<file path="src/rtl/dbg_snap_pkg.sv">
// dbg_snap_pkg: shared types and constants for the debug snapshot streamer.
//   - snap_state_e : controller state encoding
//   - IDX_*        : stream word positions of the snapshot header
//   - snap_words() : number of words in one streamed snapshot
// Optional build macro: DBG_SNAP_CHECKSUM_EN appends an XOR checksum word.
package dbg_snap_pkg;

    typedef enum logic [2:0] {
        ST_IDLE,
        ST_ARMED,
        ST_CAPTURE,
        ST_STREAM,
        ST_DONE
    } snap_state_e;

    localparam int IDX_CYCLE = 0;
    localparam int IDX_PC    = 1;
    localparam int IDX_ALU   = 2;
    localparam int IDX_REG0  = 3;

`ifdef DBG_SNAP_CHECKSUM_EN
    localparam int CSUM_WORDS = 1;
`else
    localparam int CSUM_WORDS = 0;
`endif

    // Header words, register dump, then the optional checksum word.
    function automatic int snap_words(input int dump_regs);
        return IDX_REG0 + dump_regs + CSUM_WORDS;
    endfunction

endpackage

</file>
<file path="src/rtl/dbg_cycle_counter.sv">
// dbg_cycle_counter: free-running 32-bit cycle counter that starts at 1
// out of reset and saturates at all-ones instead of wrapping.
// Ports:
//   clk   - rising-edge clock
//   rst_n - asynchronous active-low reset
//   count - current cycle number
module dbg_cycle_counter (
    input  logic        clk,
    input  logic        rst_n,
    output logic [31:0] count
);

    always_ff @(posedge clk or negedge rst_n) begin
        if (!rst_n)
            count <= 32'd1;
        else if (count != 32'hFFFF_FFFF)
            count <= count + 32'd1;
    end

endmodule

</file>
<file path="src/rtl/dbg_snapshot_streamer.sv">
// dbg_snapshot_streamer: cycle-triggered core snapshot, streamed as words.
// Once armed it waits for cycle_cnt >= trig_cycle, freezes PC / ALU result,
// stalls the core while it walks the register file, then streams
//   cycle, pc, alu, reg[0] .. reg[DUMP_REGS-1] (, checksum)
// over a valid/ready port.
// Optional build macro: DBG_SNAP_CHECKSUM_EN adds a trailing XOR checksum.
// Ports:
//   clk, rst_n            - clock, async active-low reset
//   arm, trig_cycle       - arm pulse and trigger cycle number
//   pc_in, alu_out_in     - core state sampled at the trigger edge
//   rf_raddr, rf_rdata    - register-file debug read port
//   core_stall            - freezes the core during register capture
//   out_valid/ready/data/last - snapshot stream
//   busy, done, cycle_cnt - status
module dbg_snapshot_streamer
    import dbg_snap_pkg::*;
#(
    parameter int DATA_W    = 32,
    parameter int ADDR_W    = 5,
    parameter int DUMP_REGS = 8
) (
    input  logic              clk,
    input  logic              rst_n,
    input  logic              arm,
    input  logic [31:0]       trig_cycle,
    input  logic [DATA_W-1:0] pc_in,
    input  logic [DATA_W-1:0] alu_out_in,
    output logic [ADDR_W-1:0] rf_raddr,
    input  logic [DATA_W-1:0] rf_rdata,
    output logic              core_stall,
    output logic              out_valid,
    input  logic              out_ready,
    output logic [DATA_W-1:0] out_data,
    output logic              out_last,
    output logic              busy,
    output logic              done,
    output logic [31:0]       cycle_cnt
);

    localparam int WORDS  = snap_words(DUMP_REGS);
    localparam int WIDX_W = $clog2(WORDS);

    snap_state_e state, state_nxt;

    logic [DATA_W-1:0]                 snap_cycle, snap_pc, snap_alu;
    logic [DUMP_REGS-1:0][DATA_W-1:0]  regs_q;
    logic [WIDX_W-1:0]                 widx;
    logic [DATA_W-1:0]                 word_mux;
    logic                              trig_hit, cap_last, xfer;

    dbg_cycle_counter u_cnt (
        .clk   (clk),
        .rst_n (rst_n),
        .count (cycle_cnt)
    );

    assign trig_hit = (cycle_cnt >= trig_cycle);
    assign cap_last = (rf_raddr == ADDR_W'(DUMP_REGS-1));
    assign xfer     = out_valid && out_ready;

    // Stream outputs decode only flops (state, widx, snapshot regs), so they
    // hold still for as long as the consumer withholds ready.
    assign out_valid = (state == ST_STREAM);
    assign out_last  = out_valid && (widx == WIDX_W'(WORDS-1));
    assign out_data  = out_valid ? word_mux : '0;

    always_comb begin
        word_mux = '0;
        if (widx == WIDX_W'(IDX_CYCLE)) word_mux = snap_cycle;
        if (widx == WIDX_W'(IDX_PC))    word_mux = snap_pc;
        if (widx == WIDX_W'(IDX_ALU))   word_mux = snap_alu;
        for (int i = 0; i < DUMP_REGS; i++) begin
            if (widx == WIDX_W'(IDX_REG0 + i)) word_mux = regs_q[i];
        end
`ifdef DBG_SNAP_CHECKSUM_EN
        if (widx == WIDX_W'(WORDS-1)) begin
            word_mux = snap_cycle ^ snap_pc ^ snap_alu;
            for (int i = 0; i < DUMP_REGS; i++) word_mux = word_mux ^ regs_q[i];
        end
`endif
    end

    always_comb begin
        state_nxt = state;
        unique case (state)
            ST_IDLE:    if (arm)              state_nxt = ST_ARMED;
            ST_ARMED:   if (trig_hit)         state_nxt = ST_CAPTURE;
            ST_CAPTURE: if (cap_last)         state_nxt = ST_STREAM;
            ST_STREAM:  if (xfer && out_last) state_nxt = ST_DONE;
            ST_DONE:    if (arm)              state_nxt = ST_ARMED;
            default:                          state_nxt = ST_IDLE;
        endcase
    end

    // Status flags are registered from the next state so core_stall is a
    // clean flop output aligned exactly with the CAPTURE state.
    always_ff @(posedge clk or negedge rst_n) begin
        if (!rst_n) begin
            state      <= ST_IDLE;
            core_stall <= 1'b0;
            busy       <= 1'b0;
            done       <= 1'b0;
        end else begin
            state      <= state_nxt;
            core_stall <= (state_nxt == ST_CAPTURE);
            busy       <= (state_nxt == ST_ARMED) || (state_nxt == ST_CAPTURE) ||
                          (state_nxt == ST_STREAM);
            done       <= (state_nxt == ST_DONE);
        end
    end

    always_ff @(posedge clk or negedge rst_n) begin
        if (!rst_n) begin
            snap_cycle <= '0;
            snap_pc    <= '0;
            snap_alu   <= '0;
            regs_q     <= '0;
            rf_raddr   <= '0;
            widx       <= '0;
        end else begin
            case (state)
                ST_ARMED: begin
                    if (trig_hit) begin
                        snap_cycle <= DATA_W'(cycle_cnt);
                        snap_pc    <= pc_in;
                        snap_alu   <= alu_out_in;
                        rf_raddr   <= '0;
                        widx       <= '0;
                    end
                end
                ST_CAPTURE: begin
                    // rf_rdata is a combinational read of rf_raddr; the core
                    // is stalled, so it reflects post-trigger contents.
                    for (int i = 0; i < DUMP_REGS; i++) begin
                        if (rf_raddr == ADDR_W'(i)) regs_q[i] <= rf_rdata;
                    end
                    rf_raddr <= cap_last ? '0 : rf_raddr + ADDR_W'(1);
                end
                ST_STREAM: begin
                    if (xfer) widx <= out_last ? '0 : widx + WIDX_W'(1);
                end
                default: ;
            endcase
        end
    end

endmodule

</file>
<file path="config.mk">
export PLATFORM = sky130hd
export DESIGN_NAME = dbg_snapshot_streamer
export DESIGN_NICKNAME = d
export VERILOG_FILES = /design/src/rtl/dbg_snap_pkg.sv /design/src/rtl/dbg_cycle_counter.sv /design/src/rtl/dbg_snapshot_streamer.sv
export SDC_FILE = /design/constraint.sdc
export NUM_CORES = 1
export LEC_CHECK = 0
export ABC_AREA = 1
export BUFFER_PORTS_ARGS = -buffer_cell sky130_fd_sc_hd__buf_2
export CORE_UTILIZATION = 54
export CTS_CLUSTER_DIAMETER = 60
export DETAILED_ROUTE_END_ITERATION = 6
export PLACE_DENSITY = 0.77
export SYNTH_ARGS = -nofsm -noshare
export SYNTH_HDL_FRONTEND = slang
export SYNTH_SLANG_ARGS = --single-unit
</file>
<file path="constraint.sdc">
create_clock -name clk -period 2.3 [get_ports clk]
set_clock_uncertainty 0.1 [all_clocks]
set_input_delay 0.46 -clock clk [delete_from_list [all_inputs] [get_ports clk]]
set_output_delay 0.46 -clock clk [all_outputs]
set_load 0.1 [all_outputs]
</file>
# [Word level (Yosys, flattened, before mapping)]
# Index checks and enable logic that the tools add are counted.
[word_totals] ff_bits=399 input_bits=132 output_inout_bits=74
[classes] n_addsub=3 order_cmp=1 n_eq_ne=28 mux=24 reduce_logical=22
[ops] cell="$mux W32" count=12
[ops] cell="$add A32 B1 Y32 const B" count=1
[ops] cell="$ge A32 B32 Y1" count=1
[ops] cell="$ne A32 B32 Y1 const B" count=1
[ops] cell="$eq A5 B3 Y1 const B" count=4
[ops] cell="$reduce_and A2 Y1" count=10
[ops] cell="$eq A4 B3 Y1 const B" count=4
[ops] cell="$eq A3 B2 Y1 const B" count=4
[ops] cell="$eq A4 B4 Y1 const B" count=3
[ops] cell="$mux W3" count=4
[ops] cell="$mux W4" count=3
[ops] cell="$pmux W3 S4" count=1
[ops] cell="$eq A5 B2 Y1 const B" count=2
[ops] cell="$mux W5" count=2
[ops] cell="$pmux W5 S2" count=1
[ops] cell="$eq A4 B2 Y1 const B" count=2
[ops] cell="$pmux W4 S2" count=1
[ops] cell="$eq A3 B1 Y1 const B" count=2
[ops] cell="$eq A3 B3 Y1 const B" count=2
[ops] cell="$add A5 B1 Y5 const B" count=1
[ops] cell="$eq A5 B1 Y1 const B" count=1
[ops] cell="$logic_not A5 Y1" count=1
[ops] cell="$add A4 B1 Y4 const B" count=1
[ops] cell="$eq A4 B1 Y1 const B" count=1
[ops] cell="other kinds (9)" count=13

# [Depth between registers and ports, before layout]
# Gate-level depths: netlist of run 1.
[logic_depth] word_depth=13 depth_mapped=16

# [By module]
# From an unflattened synthesis of run 1, not the netlist that was laid out.
[unflattened] hier_cells=2816 hier_area_um2=20902.5
[by_module_without_submodules] module="dbg_snapshot_streamer" n_inst=1 cells_each=2527 area_each_um2=18856.8 seq_area_each_um2=9183.8
[by_module_without_submodules] module="dbg_cycle_counter" n_inst=1 cells_each=289 area_each_um2=2045.7 seq_area_each_um2=802.0

# [Worst setup path after synthesis of run 1]
# Ideal clock, no wire load.
[synth_path] kind="register to output" start="reg state[2]" end="out out_data[10]" arrival_time_ns=3.327 t_required_ns=1.740 path_slack_ns=-1.587 path_stages_with_launch=6 path_buffers=2 path_cell_list="dfrtp_1 > buf_2 > nor3_4 > clkbuf_1 > o21ai_0 > nor2_1"
[synth_via] elab_chain_len=2
[synth_rtl] element="start: declaration" line_no="dbg_snapshot_streamer.sv:43" rtl="snap_state_e state, state_nxt;"
[synth_rtl] element="start signal: assignment" line_no="dbg_snapshot_streamer.sv:104" rtl="state <= state_nxt;"
[synth_rtl] element="$eq A3 B2 Y1" line_no="dbg_snapshot_streamer.sv:63" rtl="assign out_valid = (state == ST_STREAM);"
[synth_rtl] element="net out_valid" line_no="dbg_snapshot_streamer.sv:31" rtl="output logic out_valid,"
[synth_rtl] element="$mux W32" line_no="dbg_snapshot_streamer.sv:65" rtl="assign out_data = out_valid ? word_mux : '0;"
[synth_rtl] element="end: declaration" line_no="dbg_snapshot_streamer.sv:33" rtl="output logic [DATA_W-1:0] out_data,"
# The timed path passes the listed nets, and every way through them passes these cells.

# [Worst setup path after layout of run 1]
[layout_path] start="reg widx[0]" end="out out_data[2]"
[layout_via] elab_chain_len=13 elab_cells_between_ends=23
[layout_rtl] element="start: declaration" line_no="dbg_snapshot_streamer.sv:47" rtl="logic [WIDX_W-1:0] widx;"
[layout_rtl] element="start signal: assignment" line_no="dbg_snapshot_streamer.sv:140" rtl="if (xfer) widx <= out_last ? '0 : widx + WIDX_W'(1);"
[layout_rtl] element="$logic_not A4 Y1" line_no="dbg_snapshot_streamer.sv:69" rtl="if (widx == WIDX_W'(IDX_CYCLE)) word_mux = snap_cycle;"
[layout_rtl] element="$mux W32" line_no="dbg_snapshot_streamer.sv:69"
[layout_rtl] element="$mux W32" line_no="dbg_snapshot_streamer.sv:70" rtl="if (widx == WIDX_W'(IDX_PC)) word_mux = snap_pc;"
[layout_rtl] element="$mux W32" line_no="dbg_snapshot_streamer.sv:71" rtl="if (widx == WIDX_W'(IDX_ALU)) word_mux = snap_alu;"
[layout_rtl] element="$mux W32 (7 in a row)" line_no="dbg_snapshot_streamer.sv:73" rtl="if (widx == WIDX_W'(IDX_REG0 + i)) word_mux = regs_q[i];"
[layout_rtl] element="$mux W32 (*)" line_no="dbg_snapshot_streamer.sv:73"
[layout_rtl] element="$mux W32 (*)" line_no="dbg_snapshot_streamer.sv:65"
# Every way passes the cells marked *; elsewhere a longest branch is shown, timed or not.

==> flow_metrics.env, run 1 <==
export IMPL_place_port_buffers=205
export IMPL_fin_crit_sh_pct=150
export IMPL_cp_num_buf_inv=6
export IMPL_wl_um=76900
export IMPL_synth_edf_count=0
export IMPL_ios=206
export IMPL_tns_ps=-68390
export IMPL_cp_end_kind="primary output"
export IMPL_seq_area_frac_synth_pct=48.4
export IMPL_synth_area_leaders="dfrtp_1 (48%), nand2_1 (16%), o21ai_0 (8.8%), inv_1 (6.5%), nand3_1 (4.6%)"
export IMPL_finalHoldViolCount=0
export IMPL_grt_pass1_wl_um=108000
export IMPL_synthCells=2786
export IMPL_grt_pass1_vias=20600
export IMPL_syn_to_final_growth_pct=40.2
export IMPL_cp_cell_sequence="inv_4 -> ha_4 -> inv_4 -> nor3_4 -> buf_6 -> buf_6 -> buf_4 -> nand2_1 -> nand3_2 -> nand2_2 -> nand2_1 -> nand2_1 -> nand2_1 -> nand2_2 -> nand2_2 -> a21oi_2 -> nor2_4 -> buf_12"
export IMPL_cp_startpoint="widx[0]"
export IMPL_detail_route_first_pass_iterations=7
export IMPL_critical_path_top_delay_family="buffers and inverters"
export IMPL_crit_required_ps=1740
export IMPL_cts_root_buf="clkbuf_16"
export IMPL_worstSetupPathDepth=18
export IMPL_critPathKind="flip-flop to primary output"
export IMPL_yosys_warnings=0
export IMPL_initial_core_util_pct=54.9
export IMPL_fp_row_count=71
export IMPL_maxSlewViolCount=0
export IMPL_r2r_end="snap_cycle[13]"
export IMPL_core_area_sq_mm=0.0376
export IMPL_violations="DRC, setup timing"
export IMPL_antenna_found_initial=3
export IMPL_die_h_um=197
export IMPL_slew_headroom_pct=37.8
export IMPL_max_stage_delay_ps=460
export IMPL_dp_cells=3512
export IMPL_fin_nets=3286
export IMPL_total_power_uw=27400
export IMPL_crit_arrival_ps=2890
export IMPL_ys_async_sr_fraction_pct=100
export IMPL_vias_per_cell=5.93
export IMPL_reg2reg_depth=11
export IMPL_grt_usage_pct=35.1
export IMPL_crit_fanout=6
export IMPL_max_cap_violations=0
export IMPL_p_leak_uw=0.0141
export IMPL_gp_congestion=0.898
export IMPL_min_delay_start="alu_out_in[9]"
export IMPL_ir_drop_mv=1.16
export IMPL_start_kind="flip-flop"
export IMPL_clk_transition_reported_paths_ps=70
export IMPL_post_route_util_pct=76.9
export IMPL_finalSetupViolCount=146
export IMPL_yosysUniqueCellTypes=32
export IMPL_power_density_mw_per_mm2=949
export IMPL_cts_max_path_buffers=3
export IMPL_reg2reg_from="u_cnt.count[31]"
export IMPL_tritoncts="built"
export IMPL_layout_setup_ws_ps=-1150
export IMPL_worst_pin_slew_ps=930
export IMPL_fmax_mhz=290
export IMPL_num_vias=21700
export IMPL_ys_seq_elements=399
export IMPL_grt_overflow=0
export IMPL_place_ws_ps=-460
export IMPL_chipWidth_um=197
export IMPL_yosysMostFrequentCell="nand2_1"
export IMPL_syn_area_sq_mm=0.0206
export IMPL_yosys_top_cells_count="nand2_1 (897), dfrtp_1 (398), o21ai_0 (364)"
export IMPL_crit_top_cell="nand2_1"
export IMPL_stdcell_count=3659
export IMPL_synth_top_area_share_pct=48.3
export IMPL_numCtsBuffers=43
export IMPL_ant_nets=0
export IMPL_crit_path_top_delay_cell="dfrtp_2"
export IMPL_cts_htree_levels=2
export IMPL_postSynthAreaPerCell_sq_um=7.40
export IMPL_drive_above_1_share_pct=33.0
export IMPL_drcViolationCount=98
export IMPL_clock_sinks=399
export IMPL_grt_max_degree=65
export IMPL_synth_ff_type="dfrtp_1"
export IMPL_synth_area_leader_cell="dfrtp_1"
export IMPL_synth_nets=2959
export IMPL_drt_wirelength_per_cell_um=21.0
export IMPL_fillers=2378
export IMPL_initialDrtViolationCount=2598
export IMPL_fin_crit_ps=3450
export IMPL_crit_end="out_data[2]"
export IMPL_dpl_hpwl_um=43700
export IMPL_rsz0062_at_grt="true"
export IMPL_hold_path_class="primary input to flip-flop"
export IMPL_dieArea_sq_mm=0.0390
export IMPL_worstSkewPairLatency_ps=570
export IMPL_rrSetupSlack_ps=-490
export IMPL_status="finished with violations"
## routing by layer
metal  vias to the layer above  routed length [um]  GRT usage [%]
li1                       9449                   -              -
met1                     10400               27700           45.4
met2                      1405               35700           57.9
met3                       444                7710           4.78
met4                         2                5780           18.1
met5                         -                  16              0
## cells by family (layout without fill, tap and decap cells)
logic type | Yosys count | count (layout) | share of synthesized area, %
xor gates and xnor gates | 12 | 12 | 0.510
other | 0 | 2 | 0
DFF | 399 | 399 | 48.4
adders and majority gates | 41 | 41 | 2.49
and+or+nand+nor | 1316 | 1318 | 26.2
AOI/OAI and AO/OA | 512 | 512 | 12.5
buffers and inverters | 506 | 864 | 9.90
## worst min path at each step
stage	end	slack (ps)	cells after the start
floorplan	busy	60	0
global placement	snap_pc[7]	320	1
detailed placement	snap_pc[7]	320	1
CTS	snap_alu[9]	20	3
global route	snap_pc[9]	40	3
finish	snap_alu[9]	30	3
## layout make-up
class                   instances  area, sq um  share of cell area, %
diodes                          2         5.00                 0.0173
clock buffers                  64         1270                   4.41
clock inverters                14          159                  0.550
inverters                     362         1380                   4.77
multi-input cells            1883        11000                   38.2
flip-flops and latches        399        10100                   34.8
well taps                     511          639                   2.21
repair buffers                424         4340                   15.0
## flip-flops by register name, summed over array words and instances (netlist names)
| name | flops |
|---|---|
| busy | 1 |
| core_stall | 1 |
| done | 1 |
| regs_q | 256 |
| rf_raddr | 5 |
| snap_alu | 32 |
| snap_cycle | 32 |
| snap_pc | 32 |
| state | 3 |
| u_cnt.count | 32 |
| widx | 4 |
## report_power, final
group | switching, uW | leakage [uW] | total, uW | internal (uW)
registers | 887 | 0.00433 | 9710 | 8830
clock network | 3010 | 0.000716 | 7200 | 4180
logic | 6780 | 0.00910 | 10500 | 3750
## cell usage in the layout, fill, tap and decap left out, drive strengths merged
| cell type | count |
|---|---|
| dfrtp | 398 |
| nor3 | 24 |
| xor2 | 10 |
| nand3b | 2 |
| ha | 41 |
| dlygate4sd3 | 1 |
| nor4 | 8 |
| nand4 | 16 |
| nor2 | 158 |
| dfstp | 1 |
| o21a | 2 |
| o211ai | 1 |
| buf | 417 |
| diode | 2 |
| clkinv | 11 |
| or2 | 18 |
| clkbuf | 70 |
| a21oi | 125 |
| xnor2 | 2 |
| inv | 362 |
| nand3 | 191 |
| bufinv | 3 |
| o21ai | 384 |
| nand2 | 901 |
## per-stage QoR
| step | hold slack (ps) | area [sq um] |
|---|---|---|
| 2_1_floorplan | 64.4 | 21200 |
| 3_3_place_gp | 318 | 24300 |
| 3_5_place_dp | 315 | 24300 |
| 4_1_cts | 18.6 | 27400 |
| 5_1_grt | 44.0 | 28900 |
| 6_report | 28.7 | 28900 |
## what timing repair did
item,in CTS,in global routing
buffers inserted,20,26
resized for setup,248,361
setup endpoints to repair,145,174
pin swaps,61,145
endpoints found under the hold margin,40,0
gates cloned,24,6
hold buffers,1,0
## worst min-delay path, stage by stage
cell and delay (ps):
buf_2 80, nand3_2 60, nand2_1 60
No activity file was read; power rests on OpenSTA's default activity.
==> run 2, diff against run 1 <==
--- a/config.mk
+++ b/config.mk
@@ -11,6 +11,7 @@
 export CTS_CLUSTER_DIAMETER = 60
 export DETAILED_ROUTE_END_ITERATION = 6
 export PLACE_DENSITY = 0.77
+export SKIP_LAST_GASP = 1
 export SYNTH_ARGS = -nofsm -noshare
 export SYNTH_HDL_FRONTEND = slang
 export SYNTH_SLANG_ARGS = --single-unit
==> run 2 against run 1 <==
  * The flow still finishes with violations (DRC, setup timing)
  * Global-route usage decreased by 0.35 points
  * Largest power group is now sequential cells
  * Final area fell by 2.3%
  * Worst setup slack lost 10 ps
  * Flip-flop and latch count unchanged
  * Critical endpoint is now out_data[12]
  * Non-clock buffer count decreased by 9
  * Largest cell class unchanged
  * First-iteration DRC count shrank 17%
  * Hold slack lost 1.9 ps
  * Via count fell by 2.7%
==> flow_metrics.env, run 2 (synthesis results as in run 1) <==
export IMPL_whs_endpoint="snap_alu[9]"
export IMPL_start_kind="flip-flop"
export IMPL_crit_arrival_ps=2900
export IMPL_finalHoldViolCount=0
export IMPL_maxSlewViolCount=0
export IMPL_largest_reg_flops=256
export IMPL_worstSkewPairLatency_ps=560
export IMPL_fp_row_count=71
export IMPL_reg2reg_depth=13
export IMPL_syn_to_final_growth_pct=37.1
export IMPL_top_register="regs_q"
export IMPL_post_route_util_pct=75.2
export IMPL_fin_crit_ps=3460
export IMPL_holdWs_ps=26.8
export IMPL_initialDrtViolationCount=2152
export IMPL_cts_htree_levels=2
export IMPL_ant_nets=0
export IMPL_detail_route_first_pass_iterations=7
export IMPL_drcViolationCount=9
export IMPL_crit_fanout=6
export IMPL_place_port_buffers=205
export IMPL_reg2reg_from="u_cnt.count[31]"
export IMPL_layout_setup_ws_ps=-1160
export IMPL_finalSetupViolCount=142
export IMPL_grt_usage_pct=34.8
export IMPL_chipWidth_um=197
export IMPL_crit_required_ps=1740
export IMPL_dieArea_sq_mm=0.0390
export IMPL_initial_core_util_pct=54.9
export IMPL_core_area_sq_mm=0.0376
export IMPL_ir_drop_mv=1.16
export IMPL_worst_pin_slew_ps=932
export IMPL_layout_common_cells="nand2_1 (728), dfrtp_1 (361), inv_1 (343)"
export IMPL_rrSetupSlack_ps=-350
export IMPL_clk_transition_reported_paths_ps=60
export IMPL_grt_pass1_wl_um=107000
export IMPL_p_leak_uw=0.0139
export IMPL_r2r_end="snap_alu[29]"
export IMPL_max_cap_violations=0
export IMPL_cts_root_buf="clkbuf_16"
export IMPL_tritoncts="built"
export IMPL_die_h_um=197
export IMPL_drt_wirelength_per_cell_um=19.7
export IMPL_numCtsBuffers=43
export IMPL_gp_congestion=0.898
export IMPL_num_vias=21100
export IMPL_violations="DRC, setup timing"
export IMPL_hold_path_class="primary input to flip-flop"
export IMPL_critPathKind="flip-flop to primary output"
export IMPL_vias_per_cell=5.78
export IMPL_wl_um=72000
export IMPL_cp_end_kind="primary output"
export IMPL_fin_nets=3278
export IMPL_min_delay_start="alu_out_in[9]"
export IMPL_status="finished with violations"
export IMPL_fmax_mhz=289
export IMPL_clock_sinks=399
export IMPL_power_density_mw_per_mm2=932
export IMPL_final_common_cell="nand2_1"
export IMPL_grt_pass1_vias=20400
export IMPL_rsz0062_at_grt="true"
export IMPL_dpl_hpwl_um=43700
export IMPL_antenna_found_initial=1
export IMPL_fin_crit_sh_pct=150
export IMPL_cts_max_path_buffers=3
export IMPL_min_path_cells=3
export IMPL_slew_headroom_pct=37.7
export IMPL_grt_max_degree=65
export IMPL_drive_above_1_share_pct=29.2
export IMPL_grt_overflow=0
export IMPL_ios=206
[run 2: metrics by stage]
stage | power (uW) | instances | setup TNS (ps) | cell area, sq um | setup slack (ps)
floorplan | 15100 | 2786 | -8330 | 21200 | -303
global route | 27700 | 3649 | -72450 | 28300 | -1250
CTS | 25400 | 3635 | -61020 | 27100 | -986
global placement | 17400 | 3512 | -37080 | 24300 | -416
finish | 26300 | 3651 | -62700 | 28300 | -1160
detailed placement | 17700 | 3512 | -41000 | 24300 | -460
[run 2: critical path: stages, from the launching register on]
cell and delay (ps):
dfrtp_1 410, inv_2 110, ha_4 210, buf_4 140, nor2_4 190, nand3_1 140, nand3_1 120, nand3_1 200
nand3_1 140, nand2_1 70, nand2_1 70, nand2_1 50, nand2_1 50, nand2_1 100, a21oi_4 170, buf_12 190
[run 2: worst max path at each step]
stage / start / to / depth (start not counted)
global placement: widx[1] / out_data[11] / 17
global route: widx[1] / out_data[12] / 15
CTS: widx[1] / out_data[18] / 17
finish: widx[1] / out_data[12] / 15
detailed placement: widx[1] / out_data[11] / 17
floorplan: widx[1] / out_data[21] / 15
[run 2: repair_timing]
action / 4_1_cts / 5_1_grt
pin swaps: 42 / 73
buffers inserted: 20 / 19
hold endpoints to repair: 40 / 0
hold buffers: 1 / 0
endpoints found under the setup margin: 145 / 173
gates cloned: 24 / 3
gates resized for setup: 179 / 303
[run 2: metal layers]
layer	vias up	global-route usage, %	part of all wire, %	routed length, um
met2	1238	57.4	48	34200
met3	348	4.88	8.8	6300
met5	-	0	0	0
li1	9442	-	-	-
met1	10100	44.8	37	26900
met4	0	17.9	6.4	4590
[run 2: final cells by class]
class                           count  area, sq um
Inverter                          362         1380
Tap cell                          511          639
Multi-Input combinational cell   1884        10600
Timing Repair Buffer              415         4140
Clock inverter                     14          159
Clock buffer                       64         1270
Antenna cell                        2         5.00
Sequential cell                   399        10100
Fill cell                        2542         9320
[run 2: where the power goes]
group	internal (uW)	switching, uW	total, uW	leakage (uW)
logic	3300	6190	9490	0.00883
registers	8830	874	9700	0.00433
clock network	4180	2970	7150	0.000716
total	16300	10000	26300	0.0139
